`src/rtl/maxpool_ctrl.sv`:
```
// 2x2 / stride-2 signed max-pool sequencer over a raster pixel stream.
// maxpool_buffer keeps the last row plus two pixels; maxpool_ctrl tracks position and issues results.

module maxpool_buffer #(
  parameter int LENGTH = 28,
  parameter int DW     = 8
) (
  input  logic                clk,
  input  logic                rst,
  input  logic                data_valid_in,
  input  logic [DW-1:0]       pixel_in,
  output logic [3:0][DW-1:0]  window
);
  localparam int DEPTH = LENGTH + 2;

  // taps[0] is the newest pixel; taps[LENGTH] sits directly above it one row back.
  logic [DEPTH-1:0][DW-1:0] taps;

  always_ff @(posedge clk) begin
    if (rst)
      taps <= '0;
    else if (data_valid_in)
      taps <= {taps[DEPTH-2:0], pixel_in};
  end

  // {up-left, up, left, current}
  assign window = {taps[LENGTH+1], taps[LENGTH], taps[1], taps[0]};
endmodule

module maxpool_ctrl #(
  parameter int WIDTH  = 28,
  parameter int HEIGHT = 28
) (
  input  logic       clk,
  input  logic       rst,
  input  logic       in_valid,
  output logic       in_ready,
  input  logic [7:0] in_data,
  input  logic       in_sof,
  output logic       out_valid,
  input  logic       out_ready,
  output logic [7:0] out_data,
  output logic       out_last,
  output logic       err_sync
);
  localparam int CW     = (WIDTH  > 1) ? $clog2(WIDTH)  : 1;
  localparam int RW     = (HEIGHT > 1) ? $clog2(HEIGHT) : 1;
  localparam int POOL_W = 2 * (WIDTH / 2);
  localparam int POOL_H = 2 * (HEIGHT / 2);

  localparam logic [CW-1:0] COL_MAX  = CW'(WIDTH - 1);
  localparam logic [RW-1:0] ROW_MAX  = RW'(HEIGHT - 1);
  localparam logic [CW-1:0] LAST_COL = CW'(POOL_W - 1);
  localparam logic [RW-1:0] LAST_ROW = RW'(POOL_H - 1);

  logic [CW-1:0]     col, cur_col, nxt_col;
  logic [RW-1:0]     row, cur_row, nxt_row;
  logic              accept, fire, fire_last;
  logic              pend, pend_last;
  logic [3:0][7:0]   window;
  logic [7:0]        max_val;

  function automatic logic [7:0] smax(input logic [7:0] a, input logic [7:0] b);
    return ($signed(a) > $signed(b)) ? a : b;
  endfunction

  // Reset forces ready so nothing upstream sees a stall during reset.
  assign in_ready = rst || !(out_valid && !out_ready);
  assign accept   = in_valid && in_ready && !rst;

  maxpool_buffer #(.LENGTH(WIDTH), .DW(8)) u_buf (
    .clk           (clk),
    .rst           (rst),
    .data_valid_in (accept),
    .pixel_in      (in_data),
    .window        (window)
  );

  // A start-of-frame pixel is re-addressed to (0,0) wherever the counters were.
  always_comb begin
    cur_col = in_sof ? '0 : col;
    cur_row = in_sof ? '0 : row;
    nxt_col = cur_col + CW'(1);
    nxt_row = cur_row;
    if (cur_col == COL_MAX) begin
      nxt_col = '0;
      nxt_row = (cur_row == ROW_MAX) ? '0 : cur_row + RW'(1);
    end
  end

  assign fire = accept && cur_row[0] && cur_col[0]
             && (32'(cur_row) < POOL_H) && (32'(cur_col) < POOL_W);
  assign fire_last = (cur_row == LAST_ROW) && (cur_col == LAST_COL);

  // Max is taken from the window as it stands during the pend cycle.
  assign max_val = smax(smax(window[0], window[1]), smax(window[2], window[3]));

  always_ff @(posedge clk) begin
    if (rst) begin
      col       <= '0;
      row       <= '0;
      pend      <= 1'b0;
      pend_last <= 1'b0;
      err_sync  <= 1'b0;
      out_valid <= 1'b0;
      out_data  <= '0;
      out_last  <= 1'b0;
    end else begin
      err_sync  <= accept && in_sof && ((col != '0) || (row != '0));
      pend      <= fire;
      pend_last <= fire && fire_last;
      if (accept) begin
        col <= nxt_col;
        row <= nxt_row;
      end
      // in_ready gating guarantees the output slot is free whenever pend is set.
      if (pend) begin
        out_valid <= 1'b1;
        out_data  <= max_val;
        out_last  <= pend_last;
      end else if (out_ready) begin
        out_valid <= 1'b0;
      end
    end
  end
endmodule
```
`config.mk`:
```
export PLATFORM = sky130hd
export DESIGN_NAME = maxpool_ctrl
export DESIGN_NICKNAME = d
export VERILOG_FILES = /design/src/rtl/maxpool_ctrl.sv
export SDC_FILE = /design/constraint.sdc
export NUM_CORES = 1
export LEC_CHECK = 0
export CAP_MARGIN = 20
export CORE_AREA = 2 2 169 171
export CTS_CLUSTER_DIAMETER = 30
export DETAILED_ROUTE_END_ITERATION = 12
export DIE_AREA = 0 0 171 173
export GPL_ROUTABILITY_DRIVEN = 0
export GPL_TIMING_DRIVEN = 0
export HOLD_SLACK_MARGIN = 0.15
export PLACE_DENSITY_LB_ADDON = 0.25
export SYNTH_ARGS = -nofsm -noshare
export SYNTH_HDL_FRONTEND = slang
export SYNTH_HIERARCHICAL = 1
export SYNTH_SLANG_ARGS = --single-unit
```
`constraint.sdc`:
```
create_clock -name clk -period 4.67 [get_ports clk]
set_input_delay 0.934 -clock clk [delete_from_list [all_inputs] [get_ports clk]]
set_output_delay 0.934 -clock clk [all_outputs]
set_load 0.03 [all_outputs]
```
### Word-level counts from Yosys, hierarchy flattened

Index checks and enable logic that the tools add are counted.

* bits in registers: 263
* bits in latches: 0
* bits in writable memories: 0
* ROM bits: 0
* input port bits: 13
* output and inout port bits: 12
* logic and storage cells: 76
* memories kept: 0

* add/sub/neg operators: 2
* multipliers: 0
* div/mod/pow operators: 0
* $lt $le $gt $ge: 5
* eq/ne operators: 2
* shifts and indexed selects: 0
* mux-type cells: 10
* bitwise operators: 0
* reduce and logical (&&, ||, !) cells: 19

Operator list (count)
* $mux W5: 5
* $gt A8 B8 Y1: 3
* $mux W8: 3
* $logic_and A1 B1 Y1: 11
* $add A5 B1 Y5 const B: 2
* $eq A5 B5 Y1 const B: 2
* $lt A5 B5 Y1 const B: 2
* $reduce_bool A5 Y1: 2
* $logic_not A1 Y1: 3
* $logic_or A1 B1 Y1: 2
* $mux W1: 2
* $reduce_bool A2 Y1: 1

### Depth between registers and ports, before layout

Gate-level depths: netlist (run 1).

* word-level depth: 11
* depth in mapped cells: 17
* gate-level depth less buffers: 15

### Cells and area by module

Netlist (run 1), hierarchy kept.

By module, submodules not included
* maxpool_buffer: times used 1, cells an instance 806, area an instance 8853.5 um2, seq. area each 4804.6 um2
* maxpool_ctrl: times used 1, cells an instance 228, area an instance 1881.8 um2, seq. area each 460.4 um2

### Worst setup path before layout (run 1)

Ideal clock, no wire load.

* path kind: register to register
* from: register u_buf.taps, in the netlist u_buf/window[13]
* to: register out_data[1]
* library setup time: 0.083 ns
* arrival: 3.561 ns
* required time: 4.587 ns
* path slack: 1.027 ns
* cell stages (with the launch flop): 18
* buffers on the path: 2
* clock period less this slack: 3.643 ns
* path through: dfxtp_1 > buf_4 > inv_1 > ha_1 > a21o_1 > a2111oi_4 > a211oi_2 > a31oi_4 > mux2i_1 > inv_1 > ha_1 > a21oi_1 > a21oi_1 > a211o_1 > a41o_1 > or3_1 > clkbuf_1 > o221ai_1

* cells in the longest elaborated chain, start to end: 4

Ends and longest elaborated chain
* start, declared: RTL line 17 `logic [DEPTH-1:0][DW-1:0] taps;`
* start signal, assigned: RTL line 23 `taps <= {taps[DEPTH-2:0], pixel_in};`
* $gt A8 B8 Y1: RTL line 64 `return ($signed(a) > $signed(b)) ? a : b;`
* $mux W8 (*): RTL line 64
* $gt A8 B8 Y1: RTL line 64
* $mux W8 (*): RTL line 64
* end signal, assigned: RTL line 119 `out_data <= max_val;`
* end, declared: RTL line 42 `output logic [7:0] out_data,`

Every way passes the cells marked *; elsewhere a longest branch is shown, timed or not.
A chain may end at the register's enable or synchronous reset.

### Final worst setup path (run 1)

* from: register u_buf.taps, in the netlist u_buf/window[13]
* to: register out_data[6]

The elaborated chain is that of the path after synthesis.

==> results of run 1 <==
-- layout make-up --
type	count	area [um^2]	share of cell area, %
plain buffers	94	776	5.75
inverters	30	113	0.835
well taps	378	473	3.51
clock buffers	67	1530	11.3
clock inverters	39	527	3.90
repair buffers	23	230	1.71
flip-flops and latches	263	5270	39.0
multi-input cells	647	4580	34.0
-- through the flow --
stage | power (W) | instances | setup slack [ns]
6_report | 0.00672 | 1541 | 0.537
5_1_grt | 0.00696 | 1541 | 0.292
4_1_cts | 0.00683 | 1541 | 0.508
3_5_place_dp | 0.00259 | 1435 | 0.558
3_3_place_gp | 0.00259 | 1435 | 0.579
2_1_floorplan | 0.00253 | 1034 | 1.03
-- synth_stat cells, drive strengths merged (2+ instances only) --
| cell type | instances |
|---|---|
| nor2b | 5 |
| a21o | 3 |
| o21ai | 9 |
| dfxtp | 263 |
| nand3b | 3 |
| inv | 30 |
| clkbuf | 13 |
| a21oi | 19 |
| ha | 26 |
| mux2i | 257 |
| and3b | 2 |
| or4 | 3 |
| o221ai | 8 |
| a31oi | 5 |
| nand3 | 7 |
| nand2b | 2 |
| nor2 | 250 |
| nand4 | 6 |
| nand2 | 19 |
| and4 | 2 |
| buf | 81 |
| a211oi | 3 |
| nor4 | 4 |
-- worst register-to-register path: cells and delay by family, from the launching register on --
kind            cells  cell delay (ns)
simple gates        2             0.43
fa+ha+maj           2             0.57
buf+inv             4             0.46
mux                 1             0.37
compound gates      8             1.87
flops               1             0.35
-- sequential cells by signal (all words and copies together) (netlist names), 5 cells and up --
| register | flops |
|---|---|
| out_data | 8 |
| u_buf/taps | 208 |
| u_buf/window | 32 |
| row | 5 |
| col | 5 |
-- report_power, final --
part / total, W / switching [W] / internal [W]
Clock: 0.00418 / 0.00132 / 0.00286
Combinational: 0.000283 / 0.000151 / 0.000132
Sequential: 0.00226 / 0.00000512 / 0.00226
Total: 0.00672 / 0.00148 / 0.00524
-- cells by family after synthesis --
group | count (synthesis) | share of synthesized area [%]
AND/OR/NAND/NOR | 309 | 11.9
multiplexers | 257 | 24.0
AO/OA/AOI/OAI | 54 | 3.72
adder cells (fa/ha/maj) | 26 | 3.03
buffers and inverters | 124 | 8.28
XOR/XNOR | 1 | 0.0816
flip-flops | 263 | 49.0
-- final timing paths --
path	start	cells after the start	slack [ns]	endpoint
worst max-delay path	u_buf/window[13]	17	0.54	out_data[6]
worst min-delay path	out_data[3]	2	0.46	out_data[3]
worst max register to register	u_buf/window[13]	17	0.54	out_data[6]
worst min register to register	out_data[3]	2	0.46	out_data[3]
-- per-layer routing --
| metal | up-vias | track usage [%] |
|---|---|---|
| met1 | 3152 | 17.4 |
| met4 | 0 | 4.73 |
| met3 | 43 | 3.39 |
| met2 | 112 | 19.6 |
| li1 | 3655 | - |
| met5 | - | 0 |
==> metrics.txt, run 1 <==
post-route clock period utilization 88.5%; Worst-path clk slew 0.05 ns; Synth Register Bits 263; Tot GR Track Use 12.8%; RSZ-0062 raised after global routing false; Max Fclk 242 MHz; Crit Path Category register to register; post-route setup TNS 0 ns; H-tree levels 2; Worst path max stage delay 0.38 ns; Seq/Total Area, Yosys 49.0%; vias per inst 4.52; WL met2 8280 um; Pre-antenna DRT Iters 4; Core Util, Final 48.8%; hold crit path type register to register; number of flops mapped to enable cells by yosys 0; Final ANT Viol Nets 0; row count 61; Max Transition Viols Final 0; clock skew 0.0201 ns; syn_nets 1073; Setup crit start kind register; I/O pins 25; CP bufs+invs 4; worst-skew pair later-pin latency 0.57 ns; Post-Syn Area 10700 um^2; Slew HR 61.7%; synthesis-to-layout area growth 25.7%; core footprint 27600 um^2; FFs w/ async S/R, synth 0%; vias in the first global route 6754; Slew @ Worst Pin 0.572 ns; final hold vios 0; CP max-delay cell a31oi_4; Nets 1156; Placed Area 11400 um^2; Starting Density 38.9%; die width 171 um; highest metal used met4; Max clock buf depth 3; clk sink count 263; worst path cell trace buf_4, inv_1, ha_1, a21o_1, a2111oi_4, a211oi_2, a31oi_4, mux2i_1, inv_1, ha_1, nand3_1, o32ai_1, a21boi_0, a41o_1, or3_1, clkbuf_1, o221ai_1; die height 173 um; routed via count 6962; post-synth top area share 49.0%; final setup fails 0; post-synth top area cell dfxtp_1; Lkg Pwr 5.51 nW; top cells by area, synth dfxtp_1 49%, mux2i_1 24%, nor2_1 8.7%, ha_1 3.0%, buf_8 2.8%; Top delay family on crit path compound AO/OA/AOI/OAI gates; most frequent cells in the layout 263 x dfxtp_1, 257 x mux2i_1, 249 x nor2_1; hold slack 0.461 ns; total gr overflow 0; Setup crit end kind register; cts repair resizes 0; clk root buf clkbuf_16; drt drc 0; Power Density 498 nW/um^2; Ant. Diodes 0; warnings from Yosys 6; met3 wire length 821 um; largest net degree at the start of global routing 17; max-cap viol count 0; critical path required time 5.14 ns; Post-Synthesis Cells 1034; Post-Syn Area per Cell 10.4 um^2; Setup Buffers After CTS 0; Synth Flop Type dfxtp_1; status complete, no violations; TritonCTS clock tree built; Routed WL 19000 um; Worst EP arrival 4.60 ns; WL met1 9480 um; VDD IR max 0.000265 V; commonest non-fill, non-tap cell in the layout dfxtp_1; Initial DRC Count 345; Layout fillers 2550; hold_buf cts 0; initial antenna violation count 0; worst-path maximum fanout 8; die footprint 29600 um^2; Distinct cells, synth 45; post-DP HPWL 12600 um; first-pass GRT wire length 31900 um; TritonCTS Buffers 58; port bufs 23; fraction of layout cells with a size suffix above 1 16.3%; post-route cell area 13500 um^2; Final min period 4.13 ns; WL/cell 12.3 um
No activity file was read; power rests on OpenSTA's default activity.
==> run 2: changes to the inputs <==
--- a/config.mk
+++ b/config.mk
@@ -12,8 +12,8 @@
 export DIE_AREA = 0 0 171 173
 export GPL_ROUTABILITY_DRIVEN = 0
 export GPL_TIMING_DRIVEN = 0
-export HOLD_SLACK_MARGIN = 0.15
-export PLACE_DENSITY_LB_ADDON = 0.25
+export HOLD_SLACK_MARGIN = 0.03
+export PLACE_DENSITY = 0.52
 export SYNTH_ARGS = -nofsm -noshare
 export SYNTH_HDL_FRONTEND = slang
 export SYNTH_HIERARCHICAL = 1
==> metrics.txt, run 2 (same netlist as run 1, synthesis figures left out) <==
status complete, no violations; cts repair resizes 0 (unchanged); Flop pwr share 32.9% (-0.8 points); Crit Path Category register to register; Starting Density 38.9% (unchanged); RSZ-0062 raised after global routing false; critical path required time 5.13 ns (about the same); Slew HR 60.5% (-1.2 points); Ant. Diodes 0 (unchanged); largest net degree at the start of global routing 15 (-2); worst r2r dst out_data[3]; die width 171 um (unchanged); Final ANT Viol Nets 0 (unchanged); Worst EP arrival 4.60 ns (about the same); clk sink count 263 (unchanged); Setup crit end kind register; clock group share of total power 63.0% (+0.9 points); fraction of layout cells with a size suffix above 1 16.9% (+0.60 points); first-pass GRT wire length 33700 um (+5.7%); Nets 1158 (+0.17%); Max Fclk 241 MHz (-0.22%); TritonCTS clock tree built; worst-path maximum fanout 8 (unchanged); routed via count 7029 (+0.96%); Final WS setup 0.528 ns (-0.00900 ns); final setup fails 0 (unchanged); Worst R2R Setup Slack 0.53 ns (about the same); hold_buf cts 0 (unchanged); clk root buf clkbuf_16; Pre-antenna DRT Iters 4 (unchanged); Slew @ Worst Pin 0.590 ns (+0.0179 ns); core footprint 27600 um^2 (unchanged); Pint 0.00543 W (+3.6%); Routed WL 19600 um (+3.0%); Worst Hold End out_data[3]; max reg flops 208 (unchanged); I/O pins 25 (unchanged); most frequent cells in the layout 263 x dfxtp_1, 257 x mux2i_1, 249 x nor2_1; die height 173 um (unchanged); Setup Buffers After CTS 0 (unchanged); Final min period 4.14 ns (+0.00900 ns); max-cap viol count 0 (unchanged); post-route clock period utilization 88.7% (+0.19 points); Placed Area 11400 um^2 (unchanged); Initial DRC Count 320 (-7.2%); dpl ws 0.507 ns (-0.0517 ns); synthesis-to-layout area growth 26.6%; VDD IR max 0.000413 V (+56%); Tot GR Track Use 13.6% (+0.77 points); Setup crit start kind register; Top reg by flops u_buf/taps; Max Transition Viols Final 0 (unchanged); Lkg Pwr 5.56 nW (+0.78%); Hold Path Origin out_data[3]; vias in the first global route 6906 (+2.3%); hold depth 2 (unchanged); initial antenna violation count 0 (unchanged); die footprint 29600 um^2 (unchanged); Reg2Reg Depth 17 (unchanged); Net Sw Frac 21.0% (-1.0 points); Worst-path clk slew 0.04 ns (about the same); vias per inst 4.54 (+0.57%); RR Startpoint u_buf/window[13]; TritonCTS Buffers 60 (+3.4%); post-DP HPWL 12800 um (+2.0%); hold slack 0.469 ns (+0.00795 ns); Power Density 506 nW/um^2 (+1.5%); switching pwr 0.00144 W (-2.4%); post-route cell area 13600 um^2 (+0.73%); combinational power share 4.1% (about the same); commonest non-fill, non-tap cell in the layout dfxtp_1; post-route setup TNS 0 ns (unchanged); Layout fillers 2602 (+2.0%); total gr overflow 0 (unchanged); worst-skew pair later-pin latency 0.55 ns (-0.02 ns); Core Util, Final 49.2% (+0.36 points); clock skew 0.0201 ns (-0.0000465 ns); final hold vios 0 (unchanged); port bufs 23 (unchanged); H-tree levels 2 (unchanged); hold crit path type register to register; row count 61 (unchanged); Max clock buf depth 3 (unchanged); drt drc 0 (unchanged); WL/cell 12.7 um (+2.6%)
==> run 2: cell types whose count changed in the layout (fill, tap and decap cells not counted), sizes merged <==
cell / change
clkinvlp: +4
clkinv: +7
inv: -11
bufinv: +1
clkbuf: +5
==> run 2: layout make-up <==
type / instances / area, um^2 / share of cell area [%]
clock buffers: 72 / 1650 / 12.1
inverters: 30 / 113 / 0.829
plain buffers: 94 / 776 / 5.71
multi-input cells: 647 / 4580 / 33.7
clock inverters: 40 / 503 / 3.70
repair buffers: 23 / 230 / 1.69
well taps: 378 / 473 / 3.48
flip-flops and latches: 263 / 5270 / 38.7
==> run 2: power by group through the flow <==
stage          Clock, W  Sequential, W  Combinational [W]
4_1_cts         0.00442        0.00226           0.000288
3_3_place_gp          0        0.00230           0.000287
6_report        0.00433        0.00226           0.000283
5_1_grt         0.00455        0.00226           0.000307
2_1_floorplan         0        0.00230           0.000231
3_5_place_dp          0        0.00230           0.000287
==> run 2: worst max path at each step <==
stage | cells after the start | startpoint | slack [ns] | endpoint
after floorplan | 17 | u_buf/window[13] | 1.03 | out_data[1]
after global placement | 17 | u_buf/window[13] | 0.57 | out_data[3]
after detailed placement | 17 | u_buf/window[13] | 0.51 | out_data[5]
after CTS | 17 | u_buf/window[13] | 0.50 | out_data[0]
after global routing | 17 | u_buf/window[13] | 0.29 | out_data[0]
final | 17 | u_buf/window[13] | 0.53 | out_data[3]
==> run 2: routing by layer <==
layer	part of all wire, %	track usage (%)
met5	0	0
met3	3.7	3.09
met4	2.6	5.65
met1	51	19.0
met2	43	20.1
==> run 2: worst max-delay path, stage by stage, from the launching register on <==
cell,delay [ns]
dfxtp_1,0.35
buf_4,0.12
inv_1,0.03
ha_1,0.28
a21o_1,0.21
a2111oi_4,0.35
a211oi_2,0.09
a31oi_4,0.37
mux2i_1,0.35
inv_1,0.08
ha_1,0.32
a21oi_1,0.16
a21oi_1,0.09
a211o_1,0.27
a41o_1,0.23
or3_1,0.30
clkbuf_1,0.23
o221ai_1,0.22
==> run 2: stage by stage <==
| stage | cells | total power [W] |
|---|---|---|
| after global routing | 1547 | 0.00712 |
| final | 1547 | 0.00688 |
| after detailed placement | 1435 | 0.00259 |
| after global placement | 1435 | 0.00259 |
| after CTS | 1547 | 0.00697 |
| after floorplan | 1034 | 0.00253 |
